## src/rtl/cpu_bus_responder.sv

```systemverilog
// Memory-side responder for the tiny-CPU bus: 64-word program store with a
// valid/ready loader, CPU reset sequencing, and an output-strobe capture FIFO.
module cpu_bus_responder #(
    parameter int          FIFO_DEPTH = 4,
    parameter int          LOAD_LEN   = 64,
    parameter logic [5:0]  FILL_WORD  = 6'd0
) (
    input  logic        clk,
    input  logic        rst_n,
    input  logic [5:0]  cpu_addr,
    input  logic        cpu_strobe,
    output logic [5:0]  cpu_data,
    output logic        cpu_rst,
    input  logic        ld_start,
    input  logic        ld_valid,
    input  logic [5:0]  ld_data,
    output logic        ld_ready,
    output logic        ld_busy,
    output logic        cap_valid,
    output logic [5:0]  cap_data,
    input  logic        cap_ready,
    output logic        cap_overflow,
    output logic [1:0]  o_dbg_state
);

    typedef enum logic [1:0] {
        S_RELEASE = 2'd0,
        S_RUN     = 2'd1,
        S_LOAD    = 2'd2
    } state_t;

    localparam int         PW   = $clog2(FIFO_DEPTH);
    localparam int         CW   = $clog2(FIFO_DEPTH + 1);
    localparam logic [5:0] LAST = 6'(LOAD_LEN - 1);

    // Handshake: a loader word transfers on any rising clk edge where
    // ld_valid && ld_ready; ld_start in the same cycle takes priority.
    state_t          r_state, w_next;
    logic [5:0]      r_mem [64];
    logic [5:0]      r_ptr;
    logic [5:0]      r_cpu_data;
    logic            r_strobe_q;
    logic [5:0]      r_fifo [FIFO_DEPTH];
    logic [PW-1:0]   r_wr, r_rd;
    logic [CW-1:0]   r_count;
    logic            r_ovf;

    logic w_wr_en, w_push, w_pop, w_full, w_push_ok;

    assign w_wr_en   = (r_state == S_LOAD) && ld_valid && !ld_start;
    assign w_push    = cpu_strobe && !r_strobe_q && (r_state == S_RUN);
    assign w_pop     = cap_ready && (r_count != '0);
    assign w_full    = (r_count == CW'(FIFO_DEPTH));
    assign w_push_ok = w_push && (!w_full || w_pop);

    always_ff @(posedge clk or negedge rst_n) begin
        if (!rst_n) r_state <= S_RELEASE;
        else        r_state <= w_next;
    end

    always_comb begin
        w_next   = r_state;
        cpu_rst  = 1'b1;
        ld_ready = 1'b0;
        ld_busy  = 1'b0;
        case (r_state)
            S_RELEASE: w_next = S_RUN;
            S_RUN:     cpu_rst = 1'b0;
            S_LOAD: begin
                ld_ready = 1'b1;
                ld_busy  = 1'b1;
                if (w_wr_en && r_ptr == LAST) w_next = S_RELEASE;
            end
            default:   w_next = S_RELEASE;
        endcase
        if (ld_start) w_next = S_LOAD;
    end

    // Reading before writing gives old-data-on-collision for free.
    always_ff @(posedge clk or negedge rst_n) begin
        if (!rst_n) begin
            for (int i = 0; i < 64; i++) r_mem[i] <= FILL_WORD;
            r_cpu_data <= FILL_WORD;
            r_ptr      <= 6'd0;
            r_strobe_q <= 1'b0;
        end else begin
            r_cpu_data <= r_mem[cpu_addr];
            r_strobe_q <= cpu_strobe;
            if (w_wr_en) r_mem[r_ptr] <= ld_data;
            if (ld_start)     r_ptr <= 6'd0;
            else if (w_wr_en) r_ptr <= r_ptr + 6'd1;
        end
    end

    always_ff @(posedge clk or negedge rst_n) begin
        if (!rst_n) begin
            for (int i = 0; i < FIFO_DEPTH; i++) r_fifo[i] <= FILL_WORD;
            r_wr    <= '0;
            r_rd    <= '0;
            r_count <= '0;
            r_ovf   <= 1'b0;
        end else if (ld_start) begin
            r_wr    <= '0;
            r_rd    <= '0;
            r_count <= '0;
            r_ovf   <= 1'b0;
        end else begin
            if (w_pop) r_rd <= r_rd + PW'(1);
            if (w_push_ok) begin
                r_fifo[r_wr] <= cpu_addr;
                r_wr         <= r_wr + PW'(1);
            end
            if (w_push && !w_push_ok) r_ovf <= 1'b1;
            if (w_push_ok && !w_pop)      r_count <= r_count + CW'(1);
            else if (!w_push_ok && w_pop) r_count <= r_count - CW'(1);
        end
    end

    assign cpu_data     = r_cpu_data;
    assign cap_valid    = (r_count != '0);
    assign cap_data     = r_fifo[r_rd];
    assign cap_overflow = r_ovf;
    assign o_dbg_state  = r_state;

endmodule

```

## config.mk

```make
export PLATFORM = sky130hd
export DESIGN_NAME = cpu_bus_responder
export DESIGN_NICKNAME = d
export VERILOG_FILES = /design/src/rtl/cpu_bus_responder.sv
export SDC_FILE = /design/constraint.sdc
export NUM_CORES = 1
export LEC_CHECK = 0
export CAP_MARGIN = 25
export CORE_ASPECT_RATIO = 1.1
export CORE_MARGIN = 5
export CORE_UTILIZATION = 37
export CTS_CLUSTER_DIAMETER = 40
export CTS_CLUSTER_SIZE = 40
export DETAILED_ROUTE_END_ITERATION = 7
export GPL_TIMING_DRIVEN = 0
export PLACE_DENSITY = 0.54
export SETUP_SLACK_MARGIN = 0.4
export SLEW_MARGIN = 20
export SYNTH_ARGS = -nofsm -noshare
export SYNTH_HDL_FRONTEND = slang
export SYNTH_SLANG_ARGS = --single-unit
```

## constraint.sdc

```tcl
create_clock -name clk -period 4.75 [get_ports clk]
set_clock_uncertainty 0.15 [all_clocks]
set_input_delay 1.425 -clock clk [delete_from_list [all_inputs] [get_ports clk]]
set_output_delay 1.425 -clock clk [all_outputs]
set_load 0.1 [all_outputs]
```

==> results of run 1 <==
-- state kept, by name, summed over array words and instances, names as in the netlist --
| register | cells |
|---|---|
| cap_overflow | 1 |
| r_count | 3 |
| o_dbg_state | 2 |
| r_strobe_q | 1 |
| r_wr | 2 |
| cpu_data | 6 |
| r_rd | 2 |
| r_mem | 384 |
| r_fifo | 24 |
| r_ptr | 6 |
-- what timing repair did --
item                       CTS  global route
setup endpoints to repair    6             9
hold buffers                 0             0
gates cloned                 0             0
resized for setup            6            15
-- report_power, final --
part           internal, mW  leakage (nW)  switching [mW]
clock                  3.31          1.21            2.01
combinational         0.199          3.97           0.392
sequential             3.76          5.97          0.0412
total                  7.27          11.2            2.45
-- final cells by class --
class | count | area, µm²
antenna | 1 | 2.502
buffer | 98 | 441.7
clock buffer | 87 | 2002
clock inverter | 48 | 530.5
fill | 4732 | 29730
inverter | 8 | 30.03
multi-input combinational | 790 | 8735
sequential | 431 | 10790
tap | 728 | 910.9
timing repair buffer | 34 | 390.4
-- path summary, 6_finish.rpt --
path,from,endpoint,cells after the start
min reg2reg,r_mem[94],r_mem[94],1
min in group asynchronous,rst_n,r_mem[92],1
min,r_mem[94],r_mem[94],1
max reg2reg,o_dbg_state[0],r_mem[23],5
max in group asynchronous,rst_n,r_mem[309],3
max,cpu_addr[2],cpu_data[1],7
-- logic make-up (layout without fill, tap and decap cells) --
logic type               after synthesis  count (layout)  synth area share
buffers and inverters                106             275           0.02362
AND/OR/NAND/NOR                      173             173           0.04600
multiplexers                         531             531            0.3568
AO/OA/AOI/OAI                         72              72           0.02576
XOR/XNOR                               8               8          0.003509
other                                  0               1                 0
adder cells (fa/ha/maj)                6               6          0.004136
flip-flops                           431             431            0.5402
-- routing by layer --
metal / wire length [µm] / part of all wire / up-vias / track usage
li1: - / - / 5223 / -
met1: 23720 / 0.43 / 6401 / 0.2529
met2: 27070 / 0.49 / 320 / 0.3109
met3: 3014 / 0.054 / 96 / 0.04413
met4: 1772 / 0.032 / 0 / 0.07150
met5: 0 / 0 / - / 0
-- synthesized netlist by cell type (6+ instances only) --
library cell	n
a21oi_1	8
and2_1	10
buf_1	8
buf_2	16
buf_4	6
clkbuf_1	63
dfrtp_1	431
inv_1	7
mux2_1	7
mux2_2	409
mux2i_1	15
mux4_1	10
mux4_2	90
nand2_1	35
nand2b_1	6
nand3_1	7
nand3b_1	6
nor2_1	52
nor2_2	8
nor3_1	7
o21ai_0	7
o221ai_1	9
o22ai_1	13
or3_1	7
-- metrics by stage --
| step | hold WS [ps] | setup WS (ps) |
|---|---|---|
| 3_3_place_gp | 313.6 | -17030 |
| 6_report | 331.6 | 535.6 |
| 4_1_cts | 336.0 | 406.8 |
| 5_1_grt | 351.8 | 469.4 |
| 3_5_place_dp | 325.5 | -119.3 |
| 2_1_floorplan | 302.4 | 723.9 |
==> flow_summary.json, run 1 <==
{
  "wl_per_cell_um": 24.98,
  "synthArstFlopShare": 1.000,
  "cts_tree": "done",
  "synthToLayoutAreaGrowth_pct": 19.34,
  "final_common_cell": "dfrtp_1",
  "drv_cap": 0,
  "synth_warnings": 0,
  "tns_ps": 0,
  "syn_nets": 1351,
  "cp.arrival_ps": 4500,
  "cp.required_ps": 5040,
  "dr.pass1.iters": 5,
  "total_power_mw": 9.716,
  "place_congestion": 0.9255,
  "cp-start-kind": "input pin",
  "synth_top_area_frac": 0.5402,
  "dp_hpwl_um": 38840,
  "crit_type": "input pin to flip-flop",
  "slowest_stage": "clkdlybuf4s50_1",
  "ir_drop_mv": 0.2394,
  "fin_area_um2": 23830,
  "grt_pass1_vias": 12850,
  "dr.first_iter.drc_count": 747,
  "rows": 89,
  "tightest_slew_ps": 981.8,
  "cp_slowest_stage_delay_ps": 660,
  "final_cells": 2225,
  "worst_skew_pair.late_latency_ps": 610,
  "nets": 1461,
  "end_kind": "flip-flop",
  "rsz0062_at_grt": "no",
  "post_cts_buffers": 0,
  "period_needed_ps": 4214,
  "timing.critical_path.buf_inv": 5,
  "cts_root_buf": "clkbuf_16",
  "synth_ff_type": "dfrtp_1",
  "clockBufferDepth": 3,
  "relSlewSlack": 0.3434,
  "grt_use_total": 0.1915,
  "crit_path_frequent_cell": "buf_2",
  "die_y_um": 253.6,
  "io_pins": 37,
  "die_area_um2": 58720,
  "htreeDepth": 3,
  "die_w_um": 231.5,
  "rrSetupSlack_ps": 1990,
  "cp_top_family": "buffers and inverters",
  "fin_util": 0.4449,
  "num_vias": 12040,
  "p_leak_nw": 11.15,
  "wirelength_um": 55570,
  "setup_viol": 0,
  "hold_viol": 0,
  "drive_gt1_frac": 0.4606,
  "final_cell_mix": "dfrtp_1 (431), mux2_2 (409), mux4_2 (90), clkbuf_16 (75), clkbuf_1 (67)",
  "grt_max_degree": 101,
  "avgSynthCellArea_um2": 15.05,
  "status": "completed",
  "avgViaCountPerCell": 5.411,
  "maxSlewViolCount": 0,
  "core_um2": 53560,
  "cp_max_fo": 10,
  "place_area_um2": 21300,
  "grt_pass1_wl_um": 83650,
  "hold_class": "flip-flop to flip-flop",
  "post-route-period-util": 0.8872,
  "synth.distinct_cells": 58,
  "clock-sinks": 431,
  "initial_core_util": 0.3728,
  "syn_inst": 1327,
  "synthTopCellsByArea": "dfrtp_1 (54%), mux2_2 (23%), mux4_2 (10%)",
  "clkTransAtPathRegs_ps": 50,
  "yosysTopAreaCell": "dfrtp_1",
  "overflow": 0,
  "netlist_area_um2": 19970,
  "antenna_found_initial": 1,
  "powerDensity_nw_per_um2": 407.8,
  "io_buffers": 29,
  "path_cells": "clkdlybuf4s50_1 > buf_2 > buf_2 > buf_2 > clkbuf_1 > a211oi_1 > o32ai_1",
  "synth_edf_count": 0,
  "place_inst": 2089,
  "ys_seq_area_frac": 0.5402,
  "cts_buffers": 74,
  "ys_ff_latch": 431,
  "drc": 0,
  "fmax_mhz": 237.3,
  "ant_nets": 0
}
Note: power is estimated with default switching activity, not from simulation.
==> run 2: changes to the inputs <==
--- a/config.mk
+++ b/config.mk
@@ -5,7 +5,6 @@
 export SDC_FILE = /design/constraint.sdc
 export NUM_CORES = 1
 export LEC_CHECK = 0
-export CAP_MARGIN = 25
 export CORE_ASPECT_RATIO = 1.1
 export CORE_MARGIN = 5
 export CORE_UTILIZATION = 37
@@ -14,7 +13,6 @@
 export DETAILED_ROUTE_END_ITERATION = 7
 export GPL_TIMING_DRIVEN = 0
 export PLACE_DENSITY = 0.54
-export SETUP_SLACK_MARGIN = 0.4
 export SLEW_MARGIN = 20
 export SYNTH_ARGS = -nofsm -noshare
 export SYNTH_HDL_FRONTEND = slang
==> run 2 against run 1 <==
  * Utilization grew 0.086 points
  * Total power grew 0.94%
  * Worst setup slack lost 350 ps
  * Clock power grew 2%
  * Critical path depth shrank 4
  * Wire length shrank 0.75%
  * Largest cell class unchanged
  * Largest power group unchanged
==> flow_summary.json, run 2 (synthesized netlist as in run 1, its figures left out) <==
{
  "final-seq-area_um2": 10790,
  "multi_input_area_um2": 8710,
  "cts_root_buf": "clkbuf_16",
  "grt_use_total": 0.1898,
  "cp-start-kind": "flip-flop",
  "num_vias": 12070,
  "io_pins": 37,
  "cts_resized": 0,
  "die_area_um2": 58720,
  "clock-sinks": 431,
  "post-route-period-util": 0.9601,
  "hold_viol": 0,
  "antenna_found_initial": 2,
  "grt_pass1_wl_um": 83440,
  "drive_gt1_frac": 0.4528,
  "crit_end": "cap_data[3]",
  "cp_top_family": "buffers and inverters",
  "die_w_um": 231.5,
  "grt_max_degree": 99,
  "maxSlewViolCount": 0,
  "hold_class": "flip-flop to flip-flop",
  "p_leak_nw": 11.17,
  "place_area_um2": 21310,
  "fillers": 4817,
  "htreeDepth": 3,
  "initial_core_util": 0.3728,
  "cp.arrival_ps": 2990,
  "dp_hpwl_um": 38200,
  "ir_drop_mv": 0.2333,
  "clockBufferDepth": 3,
  "wirelength_um": 55160,
  "cts_tree": "done",
  "rrSetupSlack_ps": 1850,
  "overflow": 0,
  "post_cts_buffers": 0,
  "path_cells": "clkbuf_1 > mux4_2 > clkdlybuf4s50_1",
  "slowest_stage": "clkdlybuf4s50_1",
  "io_buffers": 29,
  "tightest_slew_ps": 985.9,
  "period_needed_ps": 4560,
  "setup_viol": 0,
  "fmax_mhz": 219.3,
  "drv_cap": 0,
  "cts_buffers": 73,
  "hold_ws_ps": 339.3,
  "fin_util": 0.4457,
  "core_um2": 53560,
  "tns_ps": 0,
  "cp_num_cells": 3,
  "clkTransAtPathRegs_ps": 60,
  "cp.required_ps": 3170,
  "ctsHoldBuffers": 0,
  "grt_pass1_vias": 12840,
  "final_cell_mix": "dfrtp_1 (431), mux2_2 (409), mux4_2 (90), clkbuf_16 (73), clkbuf_1 (69)",
  "cp_max_fo": 8,
  "ant_nets": 0,
  "rows": 89,
  "reg_top3": "r_mem (384), r_fifo (24)",
  "status": "completed",
  "final_common_cell": "dfrtp_1",
  "avgViaCountPerCell": 5.425,
  "r2r-start": "o_dbg_state[1]",
  "crit_type": "flip-flop to output pin",
  "end_kind": "output pin",
  "largest_reg_flops": 384,
  "dr.pass1.iters": 5,
  "startpoint": "r_rd[0]",
  "fin_area_um2": 23870,
  "relSlewSlack": 0.3407,
  "dr.first_iter.drc_count": 710,
  "worst_slack_ps": 189.7,
  "timing.rr.end": "r_mem[6]",
  "place_congestion": 0.8672,
  "rr_worst_depth": 5,
  "nets": 1460,
  "drc": 0,
  "synthToLayoutAreaGrowth_pct": 19.57,
  "timing.critical_path.buf_inv": 2,
  "wl_per_cell_um": 24.80,
  "regMostFlops": "r_mem",
  "rsz0062_at_grt": "no",
  "powerDensity_nw_per_um2": 410.8,
  "die_y_um": 253.6,
  "worst_skew_pair.late_latency_ps": 610,
  "cp_slowest_stage_delay_ps": 990,
  "dp_slack_ps": -31.05
}
run 2: how the worst min path moves through the flow:
stage                     startpoint          to  slack (ps)  depth (start not counted)
after CTS                 r_fifo[23]  r_fifo[23]         340                          1
after global placement     r_fifo[5]   r_fifo[5]         310                          1
after floorplan           r_fifo[11]  r_fifo[11]         300                          1
after detailed placement   r_mem[94]   r_mem[94]         320                          1
final                     r_fifo[23]  r_fifo[23]         340                          1
after global routing       r_mem[19]   r_mem[19]         360                          1
run 2: metrics by stage:
stage,power (mW),std cells
2_1_floorplan,4.172,1327
3_3_place_gp,4.433,2084
3_5_place_dp,4.451,2089
4_1_cts,9.933,2223
5_1_grt,10.13,2223
6_report,9.807,2224
run 2: metal layers:
metal | vias to the layer above | GRT usage | share of wire
li1 | 5199 | - | -
met1 | 6450 | 0.2513 | 0.42
met2 | 319 | 0.3129 | 0.49
met3 | 98 | 0.03866 | 0.053
met4 | 0 | 0.06726 | 0.031
met5 | - | 0 | 0
run 2: final cells by class:
class	instances	share of cell area
Sequential cell	431	0.4518
Buffer	98	0.01855
Multi-Input combinational cell	790	0.3648
Tap cell	728	0.03815
Timing Repair Buffer	34	0.01813
Clock inverter	48	0.02573
Antenna cell	1	0.0001048
Clock buffer	86	0.08150
Inverter	8	0.001258
run 2: power breakdown:
part           switching (mW)  internal, mW
combinational           0.383         0.200
sequential             0.0405          3.76
clock                    2.02          3.41
==> RTL edit: new RTL, settings of run 2 <==
`FIFO_DEPTH`: 4 -> 2.
--- a/src/rtl/cpu_bus_responder.sv
+++ b/src/rtl/cpu_bus_responder.sv
@@ -3,3 +3,3 @@
 module cpu_bus_responder #(
-    parameter int          FIFO_DEPTH = 4,
+    parameter int          FIFO_DEPTH = 2,
     parameter int          LOAD_LEN   = 64,
Check against the original RTL: no difference found for any inputs over 4 cycles, from zero or initial values and one cycle with rst_n low; that may be too few to reach the edited logic, so the function may still have changed.
==> RTL edit against run 2 <==
Worst setup slack better by 310 ps; power decreased by 11%; global-route usage rose by 1.2 points; area after synthesis down 4.2%; non-clock buffer count shrank 12; fmax is 7.2% higher; sequential cell count fell by 15; routed wire length rose by 1.7%; final area fell by 6.5%; critical endpoint is now cap_data[2]; largest cell class unchanged; largest power group unchanged.
==> RTL edit: results (changes against run 2) <==
- Status: finished clean (unchanged)
- WS Path Type: register to output pin (unchanged)
- Share of layout cells above drive strength 1: 47.2% (was 45.3%)
- Insertion delay to the later sink of the worst-skew pair: 630 ps (was 610 ps)
- Most used flip-flop cell after synthesis: dfrtp_1 (unchanged)
- Post-synthesis cell type count: 54 (was 58)
- Max Root-Sink Buffers: 3 (unchanged)
- Final #Nets: 1362 (was 1460)
- Global-route wire length before repair: 84300 um (was 83400 um)
- HPWL Detailed: 38200 um (about the same)
- Crit path from: r_rd (was r_rd[0])
- Hold crit path type: register to register (unchanged)
- Initial antenna violation count: 1 (was 2)
- Worst vdd ir: 0.307 mV (was 0.233 mV)
- Vias in the first global route: 12300 (was 12800)
- Share of flip-flops with an asynchronous set or reset: 100% (unchanged)
- 1st-pass router iterations: 5 (unchanged)
- Most frequent cells after synthesis: dfrtp_1 (416), mux2_2 (401), mux4_2 (95) (was dfrtp_1 (431), mux2_2 (409), mux4_2 (90))
- Via density per instance: 5.61 (was 5.43)
- Hold Crit Start: r_mem[149] (was r_fifo[23])
- Top post-synthesis cells by area: dfrtp_1 (54%), mux2_2 (24%), mux4_2 (11%) (was dfrtp_1 (54%), mux2_2 (23%), mux4_2 (10%))
- Sequential fraction of the synthesis area: 54.4% (was 54.0%)
- Port Buffer Count: 26 (was 29)
- Critical path peak fanout: 7 (was 8)
- Post-cts sizing count: 0 (unchanged)
- FF-to-FF path depth: 6 (was 5)
- Yosys warns: 0 (unchanged)
- Routability cong.: 0.879 (was 0.867)
- Largest net degree at the start of global routing: 97 (was 99)
- Worst Hold Path Cells: 1 (unchanged)
- Initial DRC Count: 804 (was 710)
- # fillers: 4601 (was 4817)
- Relative slew slack: 22.5% (was 34.1%)
- Critical register-to-register path startpoint: o_dbg_state[0] (was o_dbg_state[1])
- Total track usage: 20.1% (was 19.0%)
- Post-synth EDFFs: 0 (unchanged)
- Lkg Pwr: 0.0105 uW (was 0.0112 uW)
- Clk root buf: clkbuf_16 (unchanged)
- Switching share of power: 24.6% (was 24.9%)
- Largest registers: r_mem: 384 flops, r_fifo: 12 flops (was r_mem: 384 flops, r_fifo: 24 flops)
- Clock H-tree levels: 2 (was 3)
- Worst endpoint data arrival time: 2680 ps (was 2990 ps)
- Net Count, Synth: 1274 (was 1351)
- Hold Path Sink: r_mem[149] (was r_fifo[23])
- Clock-pin slew on the worst setup and hold paths: 50 ps
- Post-CTS Setup Repair Bufs: 0 (unchanged)
- R2r setup slk: 1790 ps (was 1850 ps)
- Total Wirelength: 56100 um (was 55200 um)
- Pre-CTS setup slack: 211 ps (was -31.1 ps)
- RR Endpoint: r_mem[268] (was r_mem[6])
- TritonCTS Buffers: 56 (was 73)
==> RTL edit: cell count changes after synthesis, moves of 10 or more <==
cell / change
and2_1: -10
clkbuf_1: -11
dfrtp_1: -15
nand2_1: +32
nor2_1: -32
nor2_4: +13
==> RTL edit: power groups by stage <==
stage          clock, uW  sequential, uW  combinational [uW]
4_1_cts             4500            3670                 608
3_3_place_gp           0            3740                 585
6_report            4410            3670                 601
3_5_place_dp           0            3730                 606
5_1_grt             4660            3680                 641
2_1_floorplan          0            3760                 290
==> RTL edit: through the flow <==
stage	TNS (ps)	utilization (%)	std cells	hold slack [ps]	area, um2
floorplan	0	-	1255	303	19100
global placement	-6800570	39.4	1948	313	20200
detailed placement	0	39.7	1952	321	20300
CTS	0	43.5	2055	332	22300
global route	0	43.5	2055	342	22300
finish	0	43.5	2056	331	22300
==> RTL edit: kinds of logic (layout without fill, tap and decap cells) <==
family,count (synthesis),after routing,synth area share [%]
XOR/XNOR,7,7,0.321
adder cells (fa/ha/maj),1,1,0.0654
AO/OA/AOI/OAI,60,60,2.14
other,0,1,0
flip-flops,416,416,54.4
buffers and inverters,94,227,2.42
AND/OR/NAND/NOR,163,163,4.78
multiplexers,514,514,35.9
==> RTL edit: cell type report <==
cell class	count	share of cell area [%]
diodes	1	0.0112
plain buffers	90	2.01
clock buffers	70	6.79
clock inverters	33	2.06
inverters	4	0.0672
multi-input cells	745	37.0
flip-flops and latches	416	46.6
well taps	667	3.74
repair buffers	30	1.68
==> RTL edit: critical path, stage by stage (launching register included) <==
cell and delay [ps]:
dfrtp_1 310, clkbuf_1 360, mux2_2 250, clkdlybuf4s50_1 1140
==> RTL edit: how the worst max path moves through the flow <==
stage	cells past startpoint	to	slack, ps
after CTS	3	cap_data[3]	410
after global placement	1	r_mem[272]	-16410
after detailed placement	6	cpu_data[1]	210
after floorplan	2	ld_ready	220
after global routing	3	cap_data[3]	380
final	3	cap_data[2]	500
==> RTL edit: routing by layer <==
metal	vias up	part of all wire, %	GRT usage, %
met5	-	0	0
met2	339	46	30.9
met3	115	5.5	3.62
li1	4852	-	-
met1	6218	44	28.4
met4	0	4.3	8.13
